$ cat src/rtl/i2s_encoder_multi_if.sv
// Sample-side and pin-side signals of the multi-format I2S encoder.
// The sample source takes the master modport; the encoder takes the slave modport.
interface i2s_encoder_multi_if #(
    parameter int DATA_WIDTH = 16
);
    logic [DATA_WIDTH-1:0] i_data_l;
    logic [DATA_WIDTH-1:0] i_data_r;
    logic                  i_valid;
    logic [1:0]            i_format;
    logic                  o_load;
    logic                  o_underrun;
    logic                  o_bclk;
    logic                  o_lrclk;
    logic                  o_sdata;

    modport master (
        output i_data_l, i_data_r, i_valid, i_format,
        input  o_load, o_underrun, o_bclk, o_lrclk, o_sdata
    );

    modport slave (
        input  i_data_l, i_data_r, i_valid, i_format,
        output o_load, o_underrun, o_bclk, o_lrclk, o_sdata
    );
endinterface

$ cat src/rtl/i2s_encoder_multi.sv
// Stereo serialiser with run-time I2S / left-justified / right-justified framing.
// BCLK, LRCLK and SDATA are all registered and derived from i_mclk.
module i2s_encoder_multi #(
    parameter int DATA_WIDTH = 16,
    parameter int SLOT_WIDTH = 32,
    parameter int BCLK_DIV   = 4
) (
    input  logic               i_mclk,
    input  logic               i_rst_x,
    i2s_encoder_multi_if.slave bus
);
    localparam int FRAME_BITS = 2 * SLOT_WIDTH;
    localparam int DIV_W      = $clog2(BCLK_DIV);
    localparam int BIT_W      = $clog2(FRAME_BITS);

    localparam logic [DIV_W-1:0] DIV_LAST  = DIV_W'(BCLK_DIV - 1);
    localparam logic [DIV_W-1:0] DIV_HALF  = DIV_W'(BCLK_DIV / 2);
    localparam logic [BIT_W-1:0] BIT_LAST  = BIT_W'(FRAME_BITS - 1);
    localparam logic [BIT_W-1:0] SLOT_SIZE = BIT_W'(SLOT_WIDTH);

    typedef enum logic [1:0] {
        FMT_I2S = 2'd0,
        FMT_LJ  = 2'd1,
        FMT_RJ  = 2'd2
    } fmt_t;

    logic [DIV_W-1:0]      div_cnt_reg, div_cnt_next;
    logic [BIT_W-1:0]      bit_cnt_reg, bit_cnt_next;
    logic [DATA_WIDTH-1:0] data_l_reg, data_l_next;
    logic [DATA_WIDTH-1:0] data_r_reg, data_r_next;
    fmt_t                  fmt_reg, fmt_next;
    logic                  bclk_reg, bclk_next;
    logic                  lrclk_reg, lrclk_next;
    logic                  sdata_reg, sdata_next;
    logic                  stream_reg, stream_next;

    logic                  div_wrap;
    logic                  load;
    logic                  slot_left;
    logic [DATA_WIDTH-1:0] word;
    logic [DATA_WIDTH-1:0] bit_sel;
    logic                  stream_bit;
    int                    pos;

    // Counters and capture; everything downstream looks at the state being entered.
    always_comb begin
        div_wrap     = (div_cnt_reg == DIV_LAST);
        load         = div_wrap && (bit_cnt_reg == BIT_LAST);
        div_cnt_next = div_wrap ? '0 : div_cnt_reg + DIV_W'(1);
        bit_cnt_next = bit_cnt_reg;
        if (div_wrap) begin
            bit_cnt_next = (bit_cnt_reg == BIT_LAST) ? '0 : bit_cnt_reg + BIT_W'(1);
        end
        data_l_next = data_l_reg;
        data_r_next = data_r_reg;
        fmt_next    = fmt_reg;
        if (load) begin
            data_l_next = bus.i_valid ? bus.i_data_l : '0;
            data_r_next = bus.i_valid ? bus.i_data_r : '0;
            fmt_next    = (bus.i_format == 2'd3) ? FMT_I2S : fmt_t'(bus.i_format);
        end
        slot_left = (bit_cnt_next < SLOT_SIZE);
        word      = slot_left ? data_l_next : data_r_next;
        pos       = slot_left ? int'(bit_cnt_next) : int'(bit_cnt_next) - SLOT_WIDTH;
    end

    // One-hot select of the sample bit for this slot position (none in pad positions).
    generate
        for (genvar gi = 0; gi < DATA_WIDTH; gi++) begin : g_sel
            assign bit_sel[gi] = (fmt_next == FMT_RJ) ? (pos == SLOT_WIDTH - 1 - gi)
                                                      : (pos == DATA_WIDTH - 1 - gi);
        end
    endgenerate

    assign stream_bit = |(word & bit_sel);

    // stream_reg holds the undelayed bit, which also serves as the I2S one-BCLK delay.
    always_comb begin
        bclk_next   = (div_cnt_next >= DIV_HALF);
        stream_next = stream_reg;
        lrclk_next  = lrclk_reg;
        sdata_next  = sdata_reg;
        if (div_wrap) begin
            stream_next = stream_bit;
            lrclk_next  = slot_left ^ (fmt_next == FMT_I2S);
            sdata_next  = (fmt_next == FMT_I2S) ? stream_reg : stream_bit;
        end
    end

    always_ff @(posedge i_mclk or negedge i_rst_x) begin
        if (!i_rst_x) begin
            div_cnt_reg <= '0;
            bit_cnt_reg <= '0;
            data_l_reg  <= '0;
            data_r_reg  <= '0;
            fmt_reg     <= FMT_I2S;
            bclk_reg    <= 1'b0;
            lrclk_reg   <= 1'b0;
            sdata_reg   <= 1'b0;
            stream_reg  <= 1'b0;
        end else begin
            div_cnt_reg <= div_cnt_next;
            bit_cnt_reg <= bit_cnt_next;
            data_l_reg  <= data_l_next;
            data_r_reg  <= data_r_next;
            fmt_reg     <= fmt_next;
            bclk_reg    <= bclk_next;
            lrclk_reg   <= lrclk_next;
            sdata_reg   <= sdata_next;
            stream_reg  <= stream_next;
        end
    end

    assign bus.o_load     = load;
    assign bus.o_underrun = load & ~bus.i_valid;
    assign bus.o_bclk     = bclk_reg;
    assign bus.o_lrclk    = lrclk_reg;
    assign bus.o_sdata    = sdata_reg;
endmodule

$ cat src/flat_wrapper.sv
// flat-port wrapper written by rule: the top's interface ports become plain ports
module i2s_encoder_multi_flat 
#(
    parameter int DATA_WIDTH = 16,
    parameter int SLOT_WIDTH = 32,
    parameter int BCLK_DIV   = 4
)
  (i_mclk, i_rst_x, bus_i_data_l, bus_i_data_r, bus_i_valid, bus_i_format, bus_o_load, bus_o_underrun, bus_o_bclk, bus_o_lrclk, bus_o_sdata);
  i2s_encoder_multi_if #(.DATA_WIDTH(DATA_WIDTH)) bus_i ();
  input  logic i_mclk;
  input  logic i_rst_x;
  input wire logic [$bits(bus_i.i_data_l)-1:0] bus_i_data_l;
  input wire logic [$bits(bus_i.i_data_r)-1:0] bus_i_data_r;
  input wire logic [$bits(bus_i.i_valid)-1:0] bus_i_valid;
  input wire logic [$bits(bus_i.i_format)-1:0] bus_i_format;
  output wire logic [$bits(bus_i.o_load)-1:0] bus_o_load;
  output wire logic [$bits(bus_i.o_underrun)-1:0] bus_o_underrun;
  output wire logic [$bits(bus_i.o_bclk)-1:0] bus_o_bclk;
  output wire logic [$bits(bus_i.o_lrclk)-1:0] bus_o_lrclk;
  output wire logic [$bits(bus_i.o_sdata)-1:0] bus_o_sdata;
  assign bus_i.i_data_l = bus_i_data_l;
  assign bus_i.i_data_r = bus_i_data_r;
  assign bus_i.i_valid = bus_i_valid;
  assign bus_i.i_format = bus_i_format;
  assign bus_o_load = bus_i.o_load;
  assign bus_o_underrun = bus_i.o_underrun;
  assign bus_o_bclk = bus_i.o_bclk;
  assign bus_o_lrclk = bus_i.o_lrclk;
  assign bus_o_sdata = bus_i.o_sdata;
  i2s_encoder_multi #(.DATA_WIDTH(DATA_WIDTH), .SLOT_WIDTH(SLOT_WIDTH), .BCLK_DIV(BCLK_DIV)) u_core (.i_mclk(i_mclk), .i_rst_x(i_rst_x), .bus(bus_i));
endmodule
$ cat config.mk
export PLATFORM = sky130hd
export DESIGN_NAME = i2s_encoder_multi_flat
export DESIGN_NICKNAME = d
export VERILOG_FILES = /design/src/rtl/i2s_encoder_multi_if.sv /design/src/rtl/i2s_encoder_multi.sv /design/src/flat_wrapper.sv
export SDC_FILE = /design/constraint.sdc
export NUM_CORES = 1
export LEC_CHECK = 0
export CAP_MARGIN = 0
export CELL_PAD_IN_SITES_DETAIL_PLACEMENT = 1
export CELL_PAD_IN_SITES_GLOBAL_PLACEMENT = 1
export CORE_MARGIN = 2
export CORE_UTILIZATION = 35
export DETAILED_ROUTE_END_ITERATION = 8
export DONT_BUFFER_PORTS = 1
export PLACE_DENSITY_LB_ADDON = 0.1
export REMOVE_ABC_BUFFERS = 1
export SLEW_MARGIN = 20
export SYNTH_ARGS = -nofsm -noshare
export SYNTH_HDL_FRONTEND = slang
export SYNTH_SLANG_ARGS = --single-unit
$ cat constraint.sdc
create_clock -name i_mclk -period 2.4 [get_ports i_mclk]
set_clock_uncertainty 0.1 [all_clocks]
set_input_delay 0.6 -clock i_mclk [delete_from_list [all_inputs] [get_ports i_mclk]]
set_output_delay 0.6 -clock i_mclk [all_outputs]
set_load 0.02 [all_outputs]
# Yosys cells after proc, flatten, opt, wreduce, memory -nomap -nowiden
# Cells that the tools add are included.
op_classes:
  n_addsub: 3
  magnitude_cmp: 2
  n_eq_ne: 35
  mux: 28
  n_bitwise: 4
  n_reduce_logical: 4
op_table:
  columns: ["cell", "count"]
  rows:
  - ["== test 32 x 6 -> 1 bit, second input constant", 16]
  - ["== test 32 x 5 -> 1 bit, second input constant", 8]
  - ["== test 32 x 4 -> 1 bit, second input constant", 4]
  - ["2-to-1 mux 16 bit", 5]
  - ["== test 32 x 3 -> 1 bit, second input constant", 2]
  - ["== test 32 x 2 -> 1 bit, second input constant", 1]
  - ["logical NOT 32 bit", 1]
  - ["2-to-1 mux 32 bit", 1]
  - ["2-to-1 mux 1 bit", 17]
  - ["bitwise AND 16 bit", 1]
  - ["OR reduction 16 bit", 1]
  - ["2-to-1 mux 6 bit", 2]
  - ["subtractor 6 x 6 -> 7 bit, second input constant", 1]
  - ["adder 6 x 1 -> 6 bit, second input constant", 1]
  - ["== test 2 bit, second input constant", 3]
  - ["== test 6 bit, second input constant", 1]
  - ["< comparator 6 bit, second input constant", 1]
  - ["2-to-1 mux 2 bit", 3]
  - ["adder 2 x 1 -> 2 bit, second input constant", 1]
  - [">= comparator 2 bit, second input constant", 1]
  - ["logical NOT 2 bit", 1]
  - ["bitwise AND 1 bit", 1]
  - ["logical AND 1 bit", 1]
  - ["inverter 1 bit", 1]
  - ["bitwise XOR 1 bit", 1]
word_totals:
  regBits: 46
  word_cells: 85

# Longest topological paths before layout
# Gate-level depths: netlist of the first run.
depth:
  ltp_word: 10
  ltp_mapped: 11
  depth_no_buf: 9

# Worst setup path after synthesis of the first run
# No wires, ideal clock.
synth_timing:
  kind: "reg2out"
  from: "register, netlist name u_core.bus.o_bclk"
  to: "output port bus_o_underrun"
  arrival_ns: 2.162
  slack_ns: -0.462
  stages_incl_launch_ff: 9
  n_path_buf: 4
  cell_sequence: "dfrtp_1 ha_1 nand4_1 or2_2 buf_2 buf_2 clkbuf_1 clkbuf_1 nor2_1"
synth_rtl:
  columns: ["element", "line_no", "rtl"]
  rows:
  - ["end: declaration", "flat_wrapper.sv:17", "output wire logic [$bits(bus_i.o_underrun)-1:0] bus_o_underrun;"]

==> results of run 1 <==
==> placed cells by master (no fill, tap or decap), types with 5 or more instances in the layout <==
master	instances
mux2i_1	8
nand3_1	26
buf_4	43
a21oi_1	7
clkbuf_8	5
nand2_1	87
o21ai_0	15
nor2_1	6
dfrtp_1	45
==> where the power goes <==
group	internal (W)	leakage [nW]	switching, W
registers	0.000757	0.421	0
logic	0.0000102	0.886	0.0000219
clock network	0.000207	0.0395	0.000252
total	0.000975	1.35	0.000274
==> layout make-up <==
| type | count | area, um2 |
|---|---|---|
| Clock buffer | 8 | 80.1 |
| Inverter | 5 | 23.8 |
| Multi-Input combinational cell | 192 | 1180 |
| Fill cell | 746 | 3410 |
| Sequential cell | 45 | 1130 |
| Timing Repair inverter | 1 | 5.00 |
| Tap cell | 77 | 96.3 |
| Timing Repair Buffer | 51 | 464 |
==> cell families (layout without fill, tap and decap cells) <==
| logic type | Yosys count | in the layout | synth area share |
|---|---|---|---|
| AO/OA/AOI/OAI | 35 | 35 | 0.101 |
| buffers and inverters | 21 | 65 | 0.0403 |
| XOR/XNOR | 8 | 8 | 0.0398 |
| AND/OR/NAND/NOR | 133 | 133 | 0.245 |
| flip-flops | 45 | 45 | 0.484 |
| adder cells (fa/ha/maj) | 2 | 2 | 0.0108 |
| multiplexers | 14 | 14 | 0.0791 |
==> critical path: cells and delay by family (launching register included) <==
family / cells / cell delay (ns)
AOI/OAI and AO/OA: 4 / 0.77
and+or+nand+nor: 2 / 0.48
buffers and inverters: 3 / 0.46
DFF: 1 / 0.40
adders and majority gates: 1 / 0.19
==> worst max-delay path by stage <==
| stage | startpoint | to | slack (ns) | depth (start not counted) |
|---|---|---|---|---|
| global route | u_core.bus.o_bclk | u_core.stream_reg | -0.27 | 9 |
| CTS | u_core.bus.o_bclk | u_core.stream_reg | -0.11 | 8 |
| floorplan | u_core.bus.o_bclk | u_core.stream_reg | -1.01 | 9 |
| global placement | u_core.bus.o_bclk | u_core.stream_reg | -0.25 | 8 |
| finish | u_core.bus.o_bclk | u_core.stream_reg | -0.14 | 10 |
| detailed placement | u_core.div_cnt_reg[0] | u_core.stream_reg | -0.32 | 9 |
==> layer usage <==
| metal | vias to the layer above | routed length (um) | global-route usage |
|---|---|---|---|
| met1 | 969 | 3220 | 0.267 |
| met3 | 6 | 225 | 0.0385 |
| li1 | 957 | - | - |
| met2 | 29 | 3210 | 0.293 |
| met4 | 0 | 65 | 0.0505 |
| met5 | - | 0 | 0 |
==> stage by stage <==
step / setup TNS [ns] / utilization
finish: -0.318 / 0.466
global route: -0.657 / 0.466
CTS: -0.317 / 0.449
detailed placement: -0.692 / 0.413
global placement: -0.475 / 0.413
floorplan: -7.91 / -
==> timing repair <==
item | CTS | global route
hold endpoints to repair | 45 | 0
gates resized for setup | 14 | 9
hold buffers | 1 | 0
pin swaps | 5 | 2
setup buffers | 7 | 5
cloned | 0 | 2
setup endpoints to repair | 5 | 5
==> run_results.csv, run 1 <==
group,metric,value,unit
floorplan,pin_count,42,
placed_design,gp_congestion,0.782,
finish,antenna_cells,0,
clock_tree,cts-htree-levels,2,
timing,min_period,2.54,ns
finish,final_cells,379,
clock_tree,clk_pin_slew_worst_paths,0.09,ns
clock_tree,clk_path_buf_depth,2,
synth,syn-instance-count,258,
routing,firstDrtPassIters,4,
routing,dr.first_iter.drc_count,102,
floorplan,rows,29,
power,totalPowerFinal,0.00125,W
timing,timing.final.ws_setup,-0.144,ns
routing,drt-wirelength-per-cell,17.7,um
floorplan,die_y,85.5,um
routing,ant_nets,0,
flow_run,maxCapViolations,0,
timing,rsz0062_at_grt,"true",
synth,synth_top_cells_by_count,"nand2_1 (87), dfrtp_1 (45), nand3_1 (26)",
global_route,grt_pass1_wl,10600,um
finish,fin_area,2970,um2
worst_setup_path,slowest_stage,"dfrtp_1",
timing,finalSetupViolCount,3,
power,ir_worst_vdd,0.000232,V
synth,synth_top_area_cell,"dfrtp_1",
worst_setup_path,endpoint_kind,"register",
worst_setup_path,worstPathArrival,2.61,ns
worst_setup_path,r2r_setup_slack,-0.14,ns
clock_tree,clkSinkCount,45,
worst_setup_path,ff2ff_path_depth,10,
synth,ys.flop_type,"dfrtp_1",
floorplan,start_util,0.364,
synth,synth_most_common_cell,"nand2_1",
worst_setup_path,critical_path_peak_fanout,6,
timing,max_slew_margin,0.773,
synth,postSynthAreaPerCell,9.02,um2
timing,holdWs,0.0309,ns
synth,ys_types,39,
synth,async_reset_ff_frac,1.00,
synth,synth.area.top_cells,"dfrtp_1 (48%), nand2_1 (14%), nand3_1 (5.6%)",
worst_setup_path,path_cells,"ha_4 > nand4_1 > buf_4 > o31a_1 > buf_4 > buf_4 > a221oi_2 > a2111oi_4 > nor4_2 > o22ai_1",
status,violations,"negative setup slack",
worst_setup_path,cp_common_cell,"buf_4",
clock_tree,clkLatencyLatePin,0.30,ns
timing,tightest_slew,0.340,ns
routing,route.detailed.drc,0,
placed_design,placed_area,2640,um2
worst_setup_path,required,2.46,ns
placed_design,dp.cells,356,
global_route,grt_overflow,0,
global_route,grt_usage,0.187,
routing,viasPerCell,5.17,
worst_setup_path,r2r_start,"u_core.bus.o_bclk",
worst_setup_path,cp-start-kind,"register",
worst_setup_path,slowest_delay,0.40,ns
global_route,grt_max_degree,46,
power,pwr_density_cell,420,nW/um2
synth,yosysTopAreaCellShare,0.484,
power,leakagePower,1.35,nW
global_route,first_global_vias,2111,
floorplan,dieArea,7310,um2
synth,synth_area,2330,um2
placed_design,dpl.hpwl,4640,um
timing,fin_crit_sh,1.06,
worst_setup_path,critPathKind,"register to register",
routing,drt_wl_total,6720,um
finish,nets,340,
global_route,antenna_found_initial,0,
synth,synth_edf_count,0,
synth,ys_seq_area_frac,0.484,
clock_tree,numCtsBuffers,5,
floorplan,die_w,85.5,um
finish,area_delta_synth_final,27.8,%
floorplan,core,6390,um2
hold_path,hold_class,"input port to async pin",
clock_tree,cts_tree,"yes",
synth,yosys_register_bits,45,
timing,max_freq,0.393,GHz
placed_design,io_buffers,0,
clock_tree,root_buffer,"clkbuf_8",
routing,vias,1961,
timing,slew_viol_final,0,
worst_setup_path,reg2reg_to,"u_core.stream_reg",
status,status,"finished with violations",
placed_design,pre_cts_slack,-0.317,ns
finish,drive_gt1_frac,0.262,
timing,finalHoldViolCount,0,
synth,yosysWarnings,0,
No activity file was read; power rests on OpenSTA's default activity.
==> run 2: changes to the inputs <==
- HOLD_SLACK_MARGIN: unset -> 0.15
==> run_results.csv, run 2 (same netlist as run 1, synthesis figures left out) <==
group,metric,value,unit
status,status,"finished with violations",
status,violations,"negative setup slack",
worst_setup_path,endpoint_kind,"register",
finish,final_common_cell,"nand2_1",
routing,firstDrtPassIters,4,
placed_design,dp.cells,356,
worst_setup_path,r2r_setup_slack,-0.14,ns
worst_setup_path,reg2reg_to,"u_core.stream_reg",
routing,dr.first_iter.drc_count,116,
floorplan,pin_count,42,
worst_setup_path,required,2.46,ns
floorplan,die_w,85.5,um
routing,drt_wl_total,6730,um
timing,max_slew_margin,0.780,
finish,fin_area,2980,um2
floorplan,dieArea,7310,um2
floorplan,core,6390,um2
power,pwr_density_cell,419,nW/um2
routing,drt-wirelength-per-cell,17.7,um
clock_tree,clkSinkCount,45,
power,leakagePower,1.35,nW
worst_setup_path,critPathKind,"register to register",
worst_setup_path,ff2ff_path_depth,10,
hold_path,hold_depth,2,
global_route,antenna_found_initial,0,
hold_path,hold-path-endpoint,"u_core.data_l_reg[10]",
timing,rsz0062_at_grt,"true",
hold_path,hold_class,"input port to register",
global_route,grt_pass1_wl,10600,um
timing,slew_viol_final,0,
finish,antenna_cells,0,
global_route,grt_overflow,0,
routing,route.detailed.drc,0,
clock_tree,cts_tree,"yes",
placed_design,placed_area,2640,um2
placed_design,pre_cts_slack,-0.317,ns
placed_design,gp_congestion,0.782,
hold_path,min-delay-start,"bus_i_data_l[10]",
worst_setup_path,critical_path_peak_fanout,6,
clock_tree,cts-htree-levels,2,
worst_setup_path,cp-start-kind,"register",
clock_tree,clk_pin_slew_worst_paths,0.09,ns
timing,max_freq,0.393,GHz
timing,min_period,2.54,ns
global_route,first_global_vias,2111,
placed_design,dpl.hpwl,4640,um
global_route,grt_max_degree,46,
global_route,grt_usage,0.187,
clock_tree,root_buffer,"clkbuf_8",
worst_setup_path,worstPathArrival,2.61,ns
clock_tree,numCtsBuffers,5,
floorplan,rows,29,
floorplan,die_y,85.5,um
finish,area_delta_synth_final,28.2,%
finish,final_cells,380,
finish,drive_gt1_frac,0.261,
timing,finalSetupViolCount,3,
finish,nets,341,
power,ir_worst_vdd,0.000232,V
timing,timing.final.ws_setup,-0.145,ns
floorplan,start_util,0.364,
timing,tightest_slew,0.328,ns
flow_run,maxCapViolations,0,
routing,vias,1957,
worst_setup_path,r2r_start,"u_core.bus.o_bclk",
clock_tree,clkLatencyLatePin,0.30,ns
placed_design,io_buffers,0,
timing,finalHoldViolCount,0,
routing,ant_nets,0,
finish,final_cell_mix,"nand2_1 (87), dfrtp_1 (45), buf_4 (43)",
clock_tree,clk_path_buf_depth,2,
timing,fin_crit_sh,1.06,
routing,viasPerCell,5.15,
[run 2: what timing repair did]
item                                   CTS  global route
hold buffers                             2             0
gates cloned                             0             2
pin swaps                                5             2
gates resized for setup                 14             9
setup endpoints to repair                5             5
endpoints found under the hold margin   45             0
buffers inserted                         7             5
[run 2: critical path, cell delays in order, from the launching register on]
cell and delay (ns):
dfrtp_1 0.40, ha_4 0.19, nand4_1 0.12, buf_4 0.17
o31a_1 0.32, buf_4 0.16, buf_4 0.13, a221oi_2 0.23
a2111oi_4 0.09, nor4_2 0.36, o22ai_1 0.13
[run 2: layout make-up]
type                    instances  area (um2)
fillers                       745        3400
well taps                      77        96.3
inverters                       5        23.8
flip-flops and latches         45        1130
repair buffers                 52         474
repair inverters                1        5.00
clock buffers                   8        80.1
multi-input cells             192        1180
[run 2: metrics by stage]
stage          utilization  TNS, ns  power, W  hold WS (ns)
2_1_floorplan            -    -7.91  0.000782         0.204
3_3_place_gp         0.413   -0.475  0.000786         0.206
3_5_place_dp         0.413   -0.692  0.000786         0.206
4_1_cts              0.451   -0.317   0.00127         0.323
5_1_grt              0.467   -0.657   0.00131         0.324
6_report             0.467   -0.316   0.00125         0.332
[run 2: layer usage]
metal / up-vias / global-route usage / share of wire
met5: - / 0 / 0
met4: 0 / 0.0505 / 0.0097
met3: 6 / 0.0375 / 0.034
met2: 31 / 0.293 / 0.47
met1: 962 / 0.267 / 0.48
li1: 958 / - / -
[run 2: where the power goes]
| group | switching [W] | total [W] | internal (W) | leakage [nW] |
|---|---|---|---|---|
| sequential | 0 | 0.000757 | 0.000757 | 0.421 |
| combinational | 0.0000229 | 0.0000340 | 0.0000111 | 0.890 |
| clock | 0.000252 | 0.000459 | 0.000207 | 0.0395 |
[run 2: worst max path at each step]
stage	from	end	slack (ns)	cells after the start
after floorplan	u_core.bus.o_bclk	u_core.stream_reg	-1.01	9
after global placement	u_core.bus.o_bclk	u_core.stream_reg	-0.25	8
after detailed placement	u_core.div_cnt_reg[0]	u_core.stream_reg	-0.32	9
after CTS	u_core.bus.o_bclk	u_core.stream_reg	-0.11	8
after global routing	u_core.bus.o_bclk	u_core.stream_reg	-0.27	9
final	u_core.bus.o_bclk	u_core.stream_reg	-0.14	10
==> run 3: changes to the inputs <==
- GPL_TIMING_DRIVEN: unset -> 0
==> run_results.csv, run 3 (same netlist as run 1, synthesis figures left out) <==
group,metric,value,unit
timing,finalHoldViolCount,0,
worst_setup_path,r2r_setup_slack,-0.26,ns
timing,timing.final.ws_setup,-0.264,ns
floorplan,dieArea,7310,um2
clock_tree,numCtsBuffers,5,
timing,finalSetupViolCount,3,
timing,fin_crit_sh,1.11,
global_route,grt_usage,0.193,
timing,min_period,2.66,ns
floorplan,die_w,85.5,um
floorplan,core,6390,um2
worst_setup_path,critical_path_peak_fanout,6,
timing,max_slew_margin,0.597,
global_route,grt_pass1_wl,10900,um
worst_setup_path,critPathKind,"register to register",
worst_setup_path,cp-start-kind,"register",
worst_setup_path,r2r_start,"u_core.bus.o_bclk",
worst_setup_path,reg2reg_to,"u_core.bus.o_sdata",
hold_path,hold_depth,2,
finish,nets,323,
worst_setup_path,ff2ff_path_depth,10,
global_route,antenna_found_initial,0,
routing,dr.first_iter.drc_count,76,
routing,vias,1945,
finish,final_common_cell,"nand2_1",
hold_path,hold_class,"input port to register",
routing,viasPerCell,5.39,
power,leakagePower,1.24,nW
placed_design,gp_congestion,0.741,
finish,drive_gt1_frac,0.243,
timing,max_freq,0.375,GHz
routing,drt-wirelength-per-cell,19.3,um
routing,route.detailed.drc,0,
power,pwr_density_cell,443,nW/um2
clock_tree,cts_tree,"yes",
timing,tightest_slew,0.604,ns
global_route,grt_max_degree,46,
clock_tree,clk_pin_slew_worst_paths,0.09,ns
timing,rsz0062_at_grt,"true",
timing,slew_viol_final,0,
clock_tree,clk_path_buf_depth,2,
finish,antenna_cells,0,
placed_design,dpl.hpwl,3590,um
worst_setup_path,required,2.52,ns
worst_setup_path,slowest_delay,0.45,ns
timing,timing.setup.tns,-0.666,ns
floorplan,die_y,85.5,um
routing,firstDrtPassIters,4,
clock_tree,clkSinkCount,45,
clock_tree,root_buffer,"clkbuf_8",
worst_setup_path,path_cells,"ha_4 > buf_6 > nand4_1 > or2_4 > buf_12 > mux4_2 > a2111oi_4 > nor4_2 > buf_4 > o31ai_4",
worst_setup_path,critical_path_cell_count,10,
global_route,grt_overflow,0,
routing,drt_wl_total,6980,um
finish,area_delta_synth_final,24.7,%
status,violations,"negative setup slack",
worst_setup_path,critical-path-top-delay-family,"simple AND/OR/NAND/NOR gates",
worst_setup_path,slowest_stage,"dfrtp_2",
worst_setup_path,endpoint_kind,"register",
floorplan,start_util,0.364,
clock_tree,cts-htree-levels,2,
finish,fill_cells,739,
worst_setup_path,worstPathArrival,2.78,ns
floorplan,rows,29,
worst_setup_path,startpoint,"u_core.bus.o_bclk",
placed_design,io_buffers,0,
power,totalPowerFinal,0.00128,W
worst_setup_path,crit_path_end,"u_core.bus.o_sdata",
status,status,"finished with violations",
floorplan,pin_count,42,
power,ir_worst_vdd,0.000255,V
global_route,first_global_vias,2071,
clock_tree,clkLatencyLatePin,0.30,ns
flow_run,maxCapViolations,0,
finish,final_cell_mix,"nand2_1 (85), dfrtp_1 (42), nand3_1 (26)",
worst_setup_path,path_buf_inv,3,
routing,ant_nets,0,
## run 3: power by group
group / internal (W) / switching [W] / leakage (nW)
registers: 0.000757 / 0 / 0.416
logic: 0.0000111 / 0.0000229 / 0.780
clock network: 0.000229 / 0.000263 / 0.0443
## run 3: layout make-up
cell class | count | area (um2) | share of cell area
inverter | 5 | 33.8 | 0.0116
clock buffer | 7 | 86.3 | 0.0298
timing repair inverter | 2 | 20.0 | 0.00690
tap | 77 | 96.3 | 0.0332
sequential | 45 | 1130 | 0.390
multi-input combinational | 194 | 1250 | 0.430
timing repair buffer | 31 | 287 | 0.0988
## run 3: worst min path at each step
stage | start | end | slack (ns)
CTS | bus_i_valid | u_core.data_r_reg[7] | 0.32
detailed placement | i_rst_x | u_core.data_l_reg[2] | 0.21
finish | bus_i_data_l[10] | u_core.data_l_reg[10] | 0.33
global placement | i_rst_x | u_core.data_l_reg[2] | 0.21
floorplan | i_rst_x | u_core.bit_cnt_reg[0] | 0.20
global route | bus_i_valid | u_core.data_l_reg[0] | 0.33
## run 3: what timing repair did
item,CTS,global route
pin swaps,8,13
setup endpoints to repair,42,5
gates cloned,2,2
setup buffers,21,10
hold endpoints to repair,45,0
resized for setup,16,22
hold buffers,2,0
## run 3: metal layers
layer / vias to the layer above / GRT usage / wire length [um]
li1: 932 / - / -
met1: 970 / 0.247 / 3130
met2: 37 / 0.333 / 3500
met3: 6 / 0.0375 / 287
met4: 0 / 0.0534 / 68
met5: - / 0 / 0
## run 3: per-stage QoR
stage,std cells,instance area [um2],setup slack [ns],hold WS [ns],utilization
2_1_floorplan,242,2250,-1.01,0.204,-
3_3_place_gp,319,2350,-1.82,0.206,0.368
3_5_place_dp,319,2350,-1.87,0.206,0.368
4_1_cts,350,2730,-0.288,0.322,0.428
5_1_grt,361,2900,-0.362,0.334,0.454
6_report,361,2900,-0.264,0.327,0.454
==> variant 1: new RTL, config.mk and constraints of run 1 <==
Take the reset off `data_l_reg` and `data_r_reg` and load them in a clocked block of their own.
--- a/src/rtl/i2s_encoder_multi.sv
+++ b/src/rtl/i2s_encoder_multi.sv
@@ -91,8 +91,6 @@
         if (!i_rst_x) begin
             div_cnt_reg <= '0;
             bit_cnt_reg <= '0;
-            data_l_reg  <= '0;
-            data_r_reg  <= '0;
             fmt_reg     <= FMT_I2S;
             bclk_reg    <= 1'b0;
             lrclk_reg   <= 1'b0;
@@ -101,14 +99,17 @@
         end else begin
             div_cnt_reg <= div_cnt_next;
             bit_cnt_reg <= bit_cnt_next;
-            data_l_reg  <= data_l_next;
-            data_r_reg  <= data_r_next;
             fmt_reg     <= fmt_next;
             bclk_reg    <= bclk_next;
             lrclk_reg   <= lrclk_next;
             sdata_reg   <= sdata_next;
             stream_reg  <= stream_next;
         end
+    end
+
+    always_ff @(posedge i_mclk) begin
+        data_l_reg <= data_l_next;
+        data_r_reg <= data_r_next;
     end
 
     assign bus.o_load     = load;
Check against the original RTL: no difference found for any inputs over 10 cycles, from zero or initial values and one cycle with i_rst_x low; that may be too few to reach the edited logic, so the function may still have changed.
==> variant 1 against run 1 <==
The run still ends with setup timing left; setup slack worse by 0.031 ns; power down 1.0%; first-iteration DRC count down 43%; die area down 6.6%; non-clock buffer count up 9; synthesized area down 6.9%; cell area up 1.1%; sequential cell count unchanged; clock power up 2%; synthesized cell count unchanged; routed wire length down 12%; critical endpoint is now bus_o_underrun; largest cell class unchanged.
==> variant 1: results <==
[synth]
synth_cells = 258
synth_ff_type = dfxtp_1
synthTopCellsByCount = nand2_1 (87), dfxtp_1 (32), nand3_1 (26)
synth.area.top_cells = dfxtp_1 (30%), nand2_1 (15%), dfrtp_1 (15%)
ys.warnings.count = 0
async_reset_ff_share_pct = 28.9
synth.distinct_cells = 40
ys_seq_area_share_pct = 44.6

[cells_and_area]
fill_cells = 706
final_layout_size_suffix_gt1_share_pct = 31.3
fin_nets = 348
n_antenna_cell = 0
final_cells = 385

[routing]
via_per_inst = 5.06
firstDrtPassIters = 4
wire_per_inst_um = 15.4
drt_iter0_drc = 58

[clocking]
cts_buffers = 5
path_clk_slew_ns = 0.09
cts_root_buf = clkbuf_8
htree_num_levels = 2
clock_latency_ns = 0.30
cts_buffer_depth = 2

[sta]
setup_ws_ns = -0.175
max-slew-margin-rel_pct = 60.8
finalSetupTns_ns = -0.535
setup_violations = 4

[placed_design]
place_area_um2 = 2520
hpwl_um = 4180
dpl.cell_count = 357
dpl_worst_slack_ns = -0.285
io_buffers = 0
finalWeightedCongestion = 0.851

[global_route]
grt_pass1_vias = 1872
grt_antenna_before_repair = 0
grt_use_total_pct = 18.1
grt-ovfl-total = 0
grt_first_pass_wirelength_um = 9220
grt_max_degree = 36

[run_status]
status = finished, violations left
violations = setup timing

[pwr]
switching_power_uw = 279
total_power_uw = 1240
leakagePower_uw = 0.00138
peakVddDrop_mv = 0.261

[worst_hold_path]
min_path_type = primary input to flip-flop

[worst_setup_path]
worstPathMaxFanout = 10
arrival_ns = 1.88
[variant 1: cell count changes after synthesis, sizes merged]
cell,before,now
dfrtp,45,13
dfxtp,0,32
[variant 1: layout make-up]
type	count	area, um2	area share [%]
repair buffers	60	586	19.5
clock buffers	5	68.8	2.29
flip-flops and latches	45	966	32.1
clock inverters	3	17.5	0.583
well taps	75	93.8	3.12
inverters	5	31.3	1.04
multi-input cells	192	1240	41.3
[variant 1: timing repair]
action	in CTS	in global routing
setup buffers	7	13
resized for setup	20	25
pin swaps	6	11
setup endpoints to repair	5	5
gates cloned	0	1
endpoints found under the hold margin	13	0
hold buffers	1	0
[variant 1: worst max-delay path, cell delays in order, from the launching register on]
cell,delay (ns)
dfrtp_1,0.36
ha_2,0.20
buf_12,0.13
nand4_1,0.10
or2_4,0.31
buf_12,0.15
buf_12,0.13
nor2_4,0.07
buf_6,0.11
[variant 1: worst paths after layout]
check	start	endpoint	slack, ns	depth (start not counted)
max	u_core.bus.o_bclk	bus_o_underrun	-0.18	8
min	bus_i_valid	u_core.data_r_reg[4]	0.33	2
min reg2reg	u_core.data_r_reg[7]	u_core.data_r_reg[7]	0.34	2
max reg2reg	u_core.bus.o_bclk	u_core.stream_reg	-0.12	10
max in group asynchronous	i_rst_x	u_core.bit_cnt_reg[1]	1.19	1
min in group asynchronous	i_rst_x	u_core.div_cnt_reg[0]	0.63	1
[variant 1: cell families (layout without fill, tap and decap cells)]
| family | count (synthesis) | count (layout) | share of synthesized area [%] |
|---|---|---|---|
| flip-flops | 45 | 45 | 44.6 |
| XOR/XNOR | 8 | 8 | 4.28 |
| multiplexers | 14 | 14 | 8.49 |
| AND/OR/NAND/NOR | 133 | 133 | 26.3 |
| AO/OA/AOI/OAI | 35 | 35 | 10.9 |
| buffers and inverters | 21 | 73 | 4.33 |
| adder cells (fa/ha/maj) | 2 | 2 | 1.16 |
[variant 1: per-layer routing]
metal | track usage [%] | vias up | wire length [um]
li1 | - | 979 | -
met1 | 24.4 | 928 | 2700
met2 | 29.5 | 36 | 2970
met3 | 3.48 | 6 | 209
met4 | 5.41 | 0 | 61
met5 | 0 | - | 0
[variant 1: power groups by stage]
stage | clock (uW) | combinational, uW | sequential [uW]
after global routing | 510 | 20.4 | 749
after CTS | 485 | 17.9 | 749
final | 469 | 17.4 | 749
after detailed placement | 0 | 12.0 | 766
after floorplan | 0 | 9.19 | 766
after global placement | 0 | 12.5 | 766
[variant 1: per-stage QoR]
step / hold slack (ns) / util [%]
after floorplan: 0.204 / -
after global placement: 0.205 / 42.4
after detailed placement: 0.205 / 42.4
after CTS: 0.323 / 46.1
after global routing: 0.328 / 50.5
final: 0.326 / 50.5
==> variant 2: new RTL, settings of run 1 <==
Without the edit above. `SLOT_WIDTH` is set to 32 in 2 places; all go to 64.
--- a/src/rtl/i2s_encoder_multi.sv
+++ b/src/rtl/i2s_encoder_multi.sv
@@ -2,7 +2,7 @@
 // BCLK, LRCLK and SDATA are all registered and derived from i_mclk.
 module i2s_encoder_multi #(
     parameter int DATA_WIDTH = 16,
-    parameter int SLOT_WIDTH = 32,
+    parameter int SLOT_WIDTH = 64,
     parameter int BCLK_DIV   = 4
 ) (
     input  logic               i_mclk,
--- a/src/flat_wrapper.sv
+++ b/src/flat_wrapper.sv
@@ -2,7 +2,7 @@
 module i2s_encoder_multi_flat 
 #(
     parameter int DATA_WIDTH = 16,
-    parameter int SLOT_WIDTH = 32,
+    parameter int SLOT_WIDTH = 64,
     parameter int BCLK_DIV   = 4
 )
   (i_mclk, i_rst_x, bus_i_data_l, bus_i_data_r, bus_i_valid, bus_i_format, bus_o_load, bus_o_underrun, bus_o_bclk, bus_o_lrclk, bus_o_sdata);
Formal check against the unedited RTL: no difference found for any inputs over 10 cycles, from zero or initial values and one cycle with i_rst_x low; that may be too few to reach the edited logic, so the function may still have changed.
==> variant 2 against run 1 <==
Final cell count increased by 18%; sequential cell count grew 1; power up 23%; setup slack improved by 0.15 ns; combinational power up 3%; critical path depth down 1; count of clock-buffer cells in the layout is 2 lower; cell area is 13% higher; non-clock buffer count decreased by 5; global-route usage increased by 1.1 points; synthesized area rose by 17%; routed wire length rose by 17%.
==> variant 2: results <==
[clocking]
path_clk_slew_ns = 0.09
clock_latency_ns = 0.30
htree_num_levels = 2
cts_buffers = 5
postCtsSetupBuffers = 4
ctsHoldBuffers = 1
cts_resized = 20
cts_root_buf = clkbuf_8
cts_buffer_depth = 2

[pwr]
clockPowerShare_pct = 47.2
peakVddDrop_mv = 0.286
seq_power_uw = 776
leakagePower_uw = 0.00144
switching_share_pct = 19.7
total_power_uw = 1530

[routing]
firstDrtPassIters = 4
via_per_inst = 5.34
wl_um = 7870
drt_iter0_drc = 85
wire_per_inst_um = 17.7

[placed_design]
finalWeightedCongestion = 0.816
hpwl_um = 5710
dpl_worst_slack_ns = -0.192
place_area_um2 = 3020
dpl.cell_count = 429
io_buffers = 0

[global_route]
grt_use_total_pct = 19.9
grt_antenna_before_repair = 0
grt_max_degree = 47
grt_pass1_vias = 2555
grt_first_pass_wirelength_um = 13500

[synth]
synthTopCellsByCount = nand2_1 (75), dfrtp_1 (46), o21ai_0 (27)
synth_ff_type = dfrtp_1
synth.distinct_cells = 51
async_reset_ff_share_pct = 100
synth_cells = 312
synth.area.top_cells = dfrtp_1 (42%), nand2_1 (10%), mux2i_1 (5.9%)
ys.warnings.count = 0
synth_edf_count = 0
ys_seq_area_share_pct = 42.2

[run_status]
status = finished, final reports clean

[sta]
worst_pin_slew_ns = 0.415
setup_ws_ns = 0.00446
whs_ns = 0.0280

[worst_setup_path]
arrival_ns = 2.48
critPathMaxStageDelay_ns = 0.41
r2r-start = u_core.bus.o_bclk
path_class = flip-flop to flip-flop
regToRegEndpoint = u_core.bus.o_sdata
worst_path_max_delay_cell = dfrtp_1
critPathTopFamily = compound AO/OA/AOI/OAI gates
worstPathMaxFanout = 4

[cells_and_area]
n_antenna_cell = 0
final_layout_size_suffix_gt1_share_pct = 22.7
fin_nets = 382

[worst_hold_path]
min_path_type = primary input to asynchronous set/reset pin
==> variant 2: metal layers <==
| metal | GRT usage, % | up-vias | wire length (um) |
|---|---|---|---|
| met4 | 5.47 | 0 | 89 |
| met1 | 27.5 | 1162 | 3810 |
| met3 | 2.69 | 7 | 199 |
| met2 | 32.7 | 34 | 3770 |
| li1 | - | 1177 | - |
| met5 | 0 | - | 0 |
==> variant 2: cell families (layout without fill, tap and decap cells) <==
kind of cell | Yosys count | count (layout) | synth area share, %
buf+inv | 32 | 64 | 5.68
compound gates | 84 | 84 | 20.9
xor+xnor | 4 | 4 | 1.56
fa+ha+maj | 2 | 2 | 0.916
mux | 18 | 18 | 7.10
simple gates | 126 | 126 | 21.7
flops | 46 | 46 | 42.2
==> variant 2: area by class of cell <==
type / instances / area (um2)
Sequential cell: 46 / 1150
Clock buffer: 6 / 82.6
Tap cell: 102 / 128
Timing Repair Buffer: 46 / 400
Inverter: 10 / 42.5
Multi-Input combinational cell: 234 / 1500
Fill cell: 888 / 4280
Clock inverter: 2 / 60.1
